===== src/rtl/axi_lite_master_if.sv =====
// Bundle of the CPU request/response port and the AXI-lite AW/W/B/AR/R channels
// seen by axi_lite_master. The master modport is the initiator view. The slave
// modport is the view of whatever sits on the far side: the CPU for req/rsp and
// the memory slave for the AXI channels.
//
// Handshake rule for every channel here: a transfer happens on a rising clk edge
// where valid and ready are both 1. Once a sender raises valid, it keeps valid and
// its payload stable until that transfer. Ready may be raised or lowered freely.
interface axi_lite_master_if #(
    parameter int addr_width = 32,
    parameter int data_width = 64
);
    // CPU request
    logic                      req_valid;
    logic                      req_ready;
    logic                      req_we;
    logic [addr_width-1:0]     req_addr;
    logic [data_width-1:0]     req_wdata;
    logic [data_width/8-1:0]   req_wmask;
    // CPU response
    logic                      rsp_valid;
    logic                      rsp_ready;
    logic [data_width-1:0]     rsp_rdata;
    logic                      rsp_err;
    // AXI-lite write address / data / response
    logic                      awvalid;
    logic                      awready;
    logic [addr_width-1:0]     awaddr;
    logic                      wvalid;
    logic                      wready;
    logic [data_width-1:0]     wdata;
    logic [data_width/8-1:0]   wmask;
    logic                      bvalid;
    logic                      bready;
    logic [1:0]                bresp;
    // AXI-lite read address / data
    logic [addr_width-1:0]     araddr;
    logic                      arvalid;
    logic                      arready;
    logic                      rvalid;
    logic                      rready;
    logic [data_width-1:0]     rdata;
    logic [1:0]                rresp;

    modport master (
        input  req_valid, req_we, req_addr, req_wdata, req_wmask,
        output req_ready,
        output rsp_valid, rsp_rdata, rsp_err,
        input  rsp_ready,
        output awvalid, awaddr, wvalid, wdata, wmask, bready,
        input  awready, wready, bvalid, bresp,
        output araddr, arvalid, rready,
        input  arready, rvalid, rdata, rresp
    );

    modport slave (
        output req_valid, req_we, req_addr, req_wdata, req_wmask,
        input  req_ready,
        input  rsp_valid, rsp_rdata, rsp_err,
        output rsp_ready,
        input  awvalid, awaddr, wvalid, wdata, wmask, bready,
        output awready, wready, bvalid, bresp,
        input  araddr, arvalid, rready,
        output arready, rvalid, rdata, rresp
    );
endinterface


===== src/rtl/axi_lite_master.sv =====
// AXI-lite initiator: converts one CPU load/store at a time into an AR/R or
// AW/W/B transaction and returns the data (or write completion) plus an error flag.
// Every valid/ready output is decoded from the state register or from the
// aw_done/w_done flags, so no AXI input reaches a handshake output combinationally.
// state_dbg exposes the FSM encoding:
// IDLE=0, AR=1, R=2, WR=3, B=4, RSP=5.
module axi_lite_master #(
    parameter int addr_width = 32,
    parameter int data_width = 64
) (
    input  logic                 clk,
    input  logic                 rst_n,
    axi_lite_master_if.master    bus,
    output logic [2:0]           state_dbg
);
    localparam int strb_width = data_width / 8;

    typedef enum logic [2:0] {
        IDLE = 3'd0,
        AR   = 3'd1,
        R    = 3'd2,
        WR   = 3'd3,
        B    = 3'd4,
        RSP  = 3'd5
    } state_t;

    state_t                  state, state_n;
    logic                    aw_done, aw_done_n;
    logic                    w_done, w_done_n;

    logic [addr_width-1:0]   araddr_q;
    logic [addr_width-1:0]   awaddr_q;
    logic [data_width-1:0]   wdata_q;
    logic [strb_width-1:0]   wmask_q;
    logic [data_width-1:0]   rsp_rdata_q;
    logic                    rsp_err_q;

    logic                    req_fire;

    // Only the top bit of a response code separates OKAY/EXOKAY from SLVERR/DECERR.
    logic                    unused_resp_lsb;
    assign unused_resp_lsb = bus.rresp[0] ^ bus.bresp[0];

    // req_ready is also gated by rst_n, so it stays low while reset is held.
    assign req_fire = bus.req_valid && (state == IDLE);

    // State register plus the per-channel write completion flags.
    always_ff @(posedge clk or negedge rst_n) begin
        if (!rst_n) begin
            state   <= IDLE;
            aw_done <= 1'b0;
            w_done  <= 1'b0;
        end else begin
            state   <= state_n;
            aw_done <= aw_done_n;
            w_done  <= w_done_n;
        end
    end

    // Next-state logic. AW and W complete independently. B is entered once both
    // are done, whether they finish together or one after the other.
    always_comb begin
        state_n   = state;
        aw_done_n = aw_done;
        w_done_n  = w_done;
        case (state)
            IDLE: begin
                if (bus.req_valid) begin
                    if (bus.req_we) begin
                        state_n   = WR;
                        aw_done_n = 1'b0;
                        w_done_n  = 1'b0;
                    end else begin
                        state_n = AR;
                    end
                end
            end
            AR: begin
                if (bus.arready) state_n = R;
            end
            R: begin
                if (bus.rvalid) state_n = RSP;
            end
            WR: begin
                if (bus.awready) aw_done_n = 1'b1;
                if (bus.wready)  w_done_n  = 1'b1;
                if (aw_done_n && w_done_n) state_n = B;
            end
            B: begin
                if (bus.bvalid) state_n = RSP;
            end
            RSP: begin
                if (bus.rsp_ready) state_n = IDLE;
            end
            default: state_n = IDLE;
        endcase
    end

    // Request latch and response capture. These registers change only in IDLE, R
    // and B, so AXI payloads stay stable while their valid is high.
    always_ff @(posedge clk or negedge rst_n) begin
        if (!rst_n) begin
            araddr_q    <= '0;
            awaddr_q    <= '0;
            wdata_q     <= '0;
            wmask_q     <= '0;
            rsp_rdata_q <= '0;
            rsp_err_q   <= 1'b0;
        end else begin
            if (req_fire) begin
                if (bus.req_we) begin
                    awaddr_q <= bus.req_addr;
                    wdata_q  <= bus.req_wdata;
                    wmask_q  <= bus.req_wmask;
                end else begin
                    araddr_q <= bus.req_addr;
                end
            end
            if (state == R && bus.rvalid) begin
                rsp_rdata_q <= bus.rdata;
                rsp_err_q   <= bus.rresp[1];
            end
            if (state == B && bus.bvalid) begin
                rsp_rdata_q <= '0;
                rsp_err_q   <= bus.bresp[1];
            end
        end
    end

    assign bus.req_ready = (state == IDLE) && rst_n;
    assign bus.arvalid   = (state == AR);
    assign bus.rready    = (state == R);
    assign bus.awvalid   = (state == WR) && !aw_done;
    assign bus.wvalid    = (state == WR) && !w_done;
    assign bus.bready    = (state == B);
    assign bus.rsp_valid = (state == RSP);

    assign bus.araddr    = araddr_q;
    assign bus.awaddr    = awaddr_q;
    assign bus.wdata     = wdata_q;
    assign bus.wmask     = wmask_q;
    assign bus.rsp_rdata = rsp_rdata_q;
    assign bus.rsp_err   = rsp_err_q;

    assign state_dbg     = state;
endmodule

===== src/flat_wrapper.sv =====
// flat-port wrapper written by rule: the top's interface ports become plain ports
module axi_lite_master_flat 
#(
    parameter int addr_width = 32,
    parameter int data_width = 64
)
  (clk, rst_n, state_dbg, bus_req_valid, bus_req_we, bus_req_addr, bus_req_wdata, bus_req_wmask, bus_req_ready, bus_rsp_valid, bus_rsp_rdata, bus_rsp_err, bus_rsp_ready, bus_awvalid, bus_awaddr, bus_wvalid, bus_wdata, bus_wmask, bus_bready, bus_awready, bus_wready, bus_bvalid, bus_bresp, bus_araddr, bus_arvalid, bus_rready, bus_arready, bus_rvalid, bus_rdata, bus_rresp);
  axi_lite_master_if #(.addr_width(addr_width), .data_width(data_width)) bus_i ();
  input  logic clk;
  input  logic rst_n;
  output logic [2:0] state_dbg;
  input wire logic [$bits(bus_i.req_valid)-1:0] bus_req_valid;
  input wire logic [$bits(bus_i.req_we)-1:0] bus_req_we;
  input wire logic [$bits(bus_i.req_addr)-1:0] bus_req_addr;
  input wire logic [$bits(bus_i.req_wdata)-1:0] bus_req_wdata;
  input wire logic [$bits(bus_i.req_wmask)-1:0] bus_req_wmask;
  output wire logic [$bits(bus_i.req_ready)-1:0] bus_req_ready;
  output wire logic [$bits(bus_i.rsp_valid)-1:0] bus_rsp_valid;
  output wire logic [$bits(bus_i.rsp_rdata)-1:0] bus_rsp_rdata;
  output wire logic [$bits(bus_i.rsp_err)-1:0] bus_rsp_err;
  input wire logic [$bits(bus_i.rsp_ready)-1:0] bus_rsp_ready;
  output wire logic [$bits(bus_i.awvalid)-1:0] bus_awvalid;
  output wire logic [$bits(bus_i.awaddr)-1:0] bus_awaddr;
  output wire logic [$bits(bus_i.wvalid)-1:0] bus_wvalid;
  output wire logic [$bits(bus_i.wdata)-1:0] bus_wdata;
  output wire logic [$bits(bus_i.wmask)-1:0] bus_wmask;
  output wire logic [$bits(bus_i.bready)-1:0] bus_bready;
  input wire logic [$bits(bus_i.awready)-1:0] bus_awready;
  input wire logic [$bits(bus_i.wready)-1:0] bus_wready;
  input wire logic [$bits(bus_i.bvalid)-1:0] bus_bvalid;
  input wire logic [$bits(bus_i.bresp)-1:0] bus_bresp;
  output wire logic [$bits(bus_i.araddr)-1:0] bus_araddr;
  output wire logic [$bits(bus_i.arvalid)-1:0] bus_arvalid;
  output wire logic [$bits(bus_i.rready)-1:0] bus_rready;
  input wire logic [$bits(bus_i.arready)-1:0] bus_arready;
  input wire logic [$bits(bus_i.rvalid)-1:0] bus_rvalid;
  input wire logic [$bits(bus_i.rdata)-1:0] bus_rdata;
  input wire logic [$bits(bus_i.rresp)-1:0] bus_rresp;
  assign bus_i.req_valid = bus_req_valid;
  assign bus_i.req_we = bus_req_we;
  assign bus_i.req_addr = bus_req_addr;
  assign bus_i.req_wdata = bus_req_wdata;
  assign bus_i.req_wmask = bus_req_wmask;
  assign bus_req_ready = bus_i.req_ready;
  assign bus_rsp_valid = bus_i.rsp_valid;
  assign bus_rsp_rdata = bus_i.rsp_rdata;
  assign bus_rsp_err = bus_i.rsp_err;
  assign bus_i.rsp_ready = bus_rsp_ready;
  assign bus_awvalid = bus_i.awvalid;
  assign bus_awaddr = bus_i.awaddr;
  assign bus_wvalid = bus_i.wvalid;
  assign bus_wdata = bus_i.wdata;
  assign bus_wmask = bus_i.wmask;
  assign bus_bready = bus_i.bready;
  assign bus_i.awready = bus_awready;
  assign bus_i.wready = bus_wready;
  assign bus_i.bvalid = bus_bvalid;
  assign bus_i.bresp = bus_bresp;
  assign bus_araddr = bus_i.araddr;
  assign bus_arvalid = bus_i.arvalid;
  assign bus_rready = bus_i.rready;
  assign bus_i.arready = bus_arready;
  assign bus_i.rvalid = bus_rvalid;
  assign bus_i.rdata = bus_rdata;
  assign bus_i.rresp = bus_rresp;
  axi_lite_master #(.addr_width(addr_width), .data_width(data_width)) u_core (.clk(clk), .rst_n(rst_n), .bus(bus_i), .state_dbg(state_dbg));
endmodule

===== config.mk =====
export PLATFORM = sky130hd
export DESIGN_NAME = axi_lite_master_flat
export DESIGN_NICKNAME = d
export VERILOG_FILES = /design/src/rtl/axi_lite_master_if.sv /design/src/rtl/axi_lite_master.sv /design/src/flat_wrapper.sv
export SDC_FILE = /design/constraint.sdc
export NUM_CORES = 1
export LEC_CHECK = 0
export BUFFER_PORTS_ARGS = -buffer_cell sky130_fd_sc_hd__buf_2
export CAP_MARGIN = 20
export CORE_AREA = 4 4 150 152
export CTS_BUF_LIST = sky130_fd_sc_hd__clkbuf_4
export CTS_CLUSTER_SIZE = 28
export DETAILED_ROUTE_END_ITERATION = 6
export DIE_AREA = 0 0 154 156
export GPL_TIMING_DRIVEN = 0
export PLACE_DENSITY = 0.73
export SYNTH_ARGS = -nofsm -noshare
export SYNTH_HDL_FRONTEND = slang
export SYNTH_SLANG_ARGS = --single-unit

===== constraint.sdc =====
create_clock -name clk -period 1.63 [get_ports clk]
set_input_delay 0.163 -clock clk [delete_from_list [all_inputs] [get_ports clk]]
set_output_delay 0.163 -clock clk [all_outputs]
set_load 0.02 [all_outputs]

==> impl_metrics.json <==
{
  "outcome": "finished with violations",
  "violations": "negative hold slack, negative setup slack",
  "fin_tns_setup_ns": -18.04,
  "setup_slack_ns": -0.2256,
  "p_int_w": 0.01626,
  "drive_gt1_frac": 0.5796,
  "grt_use_total": 0.2702,
  "ys.warnings.count": 0,
  "maxSlewViolCount": 0,
  "slowest_stage": "dfrtp_2",
  "final_cell_mix": "buf_2, dfrtp_1, dlygate4sd3_1",
  "period_needed_ns": 1.856,
  "io_pins": 393,
  "slew_headroom": 0.5437,
  "antenna_found_initial": 1,
  "nNetsFinal": 1563,
  "routabilityCongestion": 0.8428,
  "cts_buffer_depth": 3,
  "cap_violations": 0,
  "tightest_slew_ns": 0.6823,
  "end_kind": "flop",
  "core_um2": 21020,
  "synthCells": 696,
  "p_comb_frac": 0.504,
  "vias": 8658,
  "io_buffers": 390,
  "syn_to_final_growth_pct": 92.36,
  "grt_start_max_net_pins": 107,
  "wl_um": 36910,
  "cp_slowest_stage_delay_ns": 0.45,
  "numCtsBuffers": 55,
  "htreeDepth": 2,
  "rows": 53,
  "insertion_delay_ns": 0.65,
  "place_ws_ns": -0.3249,
  "cts.sinks": 206,
  "required_ns": 2.12,
  "drc": 0,
  "path_cells": "buf_6 > nor3b_4 > buf_6 > a21oi_4 > buf_12 > buf_12 > buf_8 > a22o_1",
  "start_util": 0.3724,
  "multi_input_area_um2": 3420,
  "p_sw_w": 0.01242,
  "regArea_um2": 5159,
  "swShare": 0.4331,
  "crit_start": "u_core.state_dbg[1]",
  "rrSetupSlack_ns": -0.23,
  "r2r_end": "u_core.bus.rsp_rdata[48]",
  "setup_violations": 199,
  "grt_pass1_wl_um": 51540,
  "cts_tree": "done",
  "grt_overflow_total": 0,
  "crit-reg2reg-launch": "u_core.state_dbg[1]",
  "netlist-cell-type-count": 33,
  "fillerInstances": 1244,
  "path_clk_slew_ns": 0.07,
  "power.share.clock": 0.158,
  "dr.pass1.iters": 5,
  "crit_arrival_ns": 2.35,
  "synth-seq-area-share": 0.6586,
  "final_common_cell": "buf_2",
  "powerDensity_nw_per_um2": 1905,
  "finClkSkew_ns": 0.04549,
  "die_w_um": 154,
  "p_leak_nw": 7.924,
  "syn_nets": 878,
  "postRouteAntennaNets": 0,
  "min_path_type": "in -> async",
  "die_h_um": 156,
  "synth_area_um2": 7828,
  "finalHoldViolCount": 156,
  "via_per_inst": 5.105,
  "grt_pass1_vias": 9428,
  "power_frac_seq": 0.339,
  "reg2reg_depth": 8,
  "holdWs_ns": -0.5578,
  "path_max_fanout": 5,
  "dr.first_iter.drc_count": 568,
  "fmax_mhz": 538.9,
  "synth_seq_cells": 206,
  "cp-start-kind": "flop",
  "wl_per_cell_um": 21.76,
  "synth_area_per_cell_um2": 11.25,
  "peakVddDrop_v": 0.001203,
  "root_buffer": "clkbuf_4",
  "finalCritPeriodShare": 1.138,
  "grt_setup_unrepaired": "yes",
  "crit_type": "reg -> reg",
  "crit_end": "u_core.bus.rsp_rdata[48]",
  "dieArea_um2": 24020,
  "hpwl_um": 17930
}
[registers in the layout (all words and copies together) (netlist names)]
name and flops:
u_core.bus.wmask 8, u_core.bus.araddr 32, u_core.w_done 1, u_core.bus.rsp_rdata 64, u_core.aw_done 1, u_core.state_dbg 3
u_core.bus.awaddr 32, u_core.bus.rsp_err 1, u_core.bus.wdata 64
[power by group through the flow]
stage | Sequential (W) | Combinational, W | Clock [W]
4_1_cts | 0.00910 | 0.0128 | 0.00448
3_5_place_dp | 0.00888 | 0.0104 | 0
3_3_place_gp | 0.00881 | 0.0102 | 0
5_1_grt | 0.00992 | 0.0152 | 0.00485
2_1_floorplan | 0.0119 | 0.00332 | 0
6_report | 0.00971 | 0.0144 | 0.00452
[metal layers]
metal	up-vias	wire, um	track usage
met4	0	1809	0.1266
met5	-	0	0
met1	4222	12750	0.2972
met3	160	3283	0.07323
li1	3710	-	-
met2	566	19070	0.4863
[kinds of logic (layout without fill, tap and decap cells)]
kind of cell,count (synthesis),in the layout,synth area share
buf+inv,44,768,0.03533
compound gates,73,73,0.08280
mux,36,36,0.05259
simple gates,337,337,0.1707
flops,206,206,0.6586
other cells,0,1,0
[stage by stage]
stage / util / hold slack, ns / std cells / cell area (um^2) / power (W)
after floorplan: - / -0.1326 / 696 / 7831 / 0.01520
after global placement: 0.4818 / 0.3516 / 1361 / 10130 / 0.01903
after detailed placement: 0.4835 / 0.2423 / 1362 / 10160 / 0.01926
after CTS: 0.6794 / -0.4923 / 1683 / 14280 / 0.02640
after global routing: 0.7163 / -0.5732 / 1696 / 15060 / 0.02997
final: 0.7163 / -0.5578 / 1696 / 15060 / 0.02868
[Yosys cell counts (all sizes together)]
cell	n	share of area
nor3	2	0.0019
and2	1	0.00080
a21oi	4	0.0026
mux2i	1	0.0013
nand2b	1	0.00080
o22ai	1	0.00080
nor2	7	0.0037
mux2	35	0.051
nand3b	3	0.0029
a32oi	1	0.0011
o21ai	1	0.00064
nand3	1	0.00064
and4bb	1	0.0016
dfrtp	206	0.66
clkbuf	4	0.0019
and3	1	0.00080
nor3b	2	0.0034
buf	39	0.033
and3b	2	0.0027
a22oi	1	0.0027
a22o	64	0.072
o311ai	1	0.0034
nand2	316	0.15
inv	1	0.00048
[layout make-up]
type / instances / area share
clock buffer: 79 / 0.03939
multi-input combinational: 446 / 0.2271
timing repair buffer: 631 / 0.3238
clock inverter: 17 / 0.004570
sequential: 206 / 0.3426
buffer: 40 / 0.03931
tap: 275 / 0.02285
inverter: 1 / 0.0002493
antenna: 1 / 0.0001662
[worst min path at each step]
stage	endpoint	cells past startpoint	slack, ns
after global placement	u_core.bus.wdata[17]	3	0.35
final	u_core.bus.araddr[6]	1	-0.56
after detailed placement	u_core.bus.araddr[10]	1	0.24
after CTS	u_core.bus.rsp_rdata[17]	1	-0.49
after global routing	u_core.bus.araddr[4]	1	-0.57
after floorplan	u_core.aw_done	0	-0.13
[critical path: cells and delay by family (launching register included)]
kind | cells | cell delay [ns]
buffers and inverters | 5 | 0.69
AOI/OAI and AO/OA | 2 | 0.30
DFF | 1 | 0.45
and+or+nand+nor | 1 | 0.26
[timing repair]
| action | CTS | global route |
|---|---|---|
| cloned | 22 | 4 |
| resized for setup | 278 | 198 |
| endpoints found under the setup margin | 151 | 213 |
| hold endpoints to repair | 305 | 111 |
| hold buffers | 174 | 3 |
| pin swaps | 201 | 45 |
| buffers inserted | 30 | 15 |
Power figures use the tool's default switching activity.
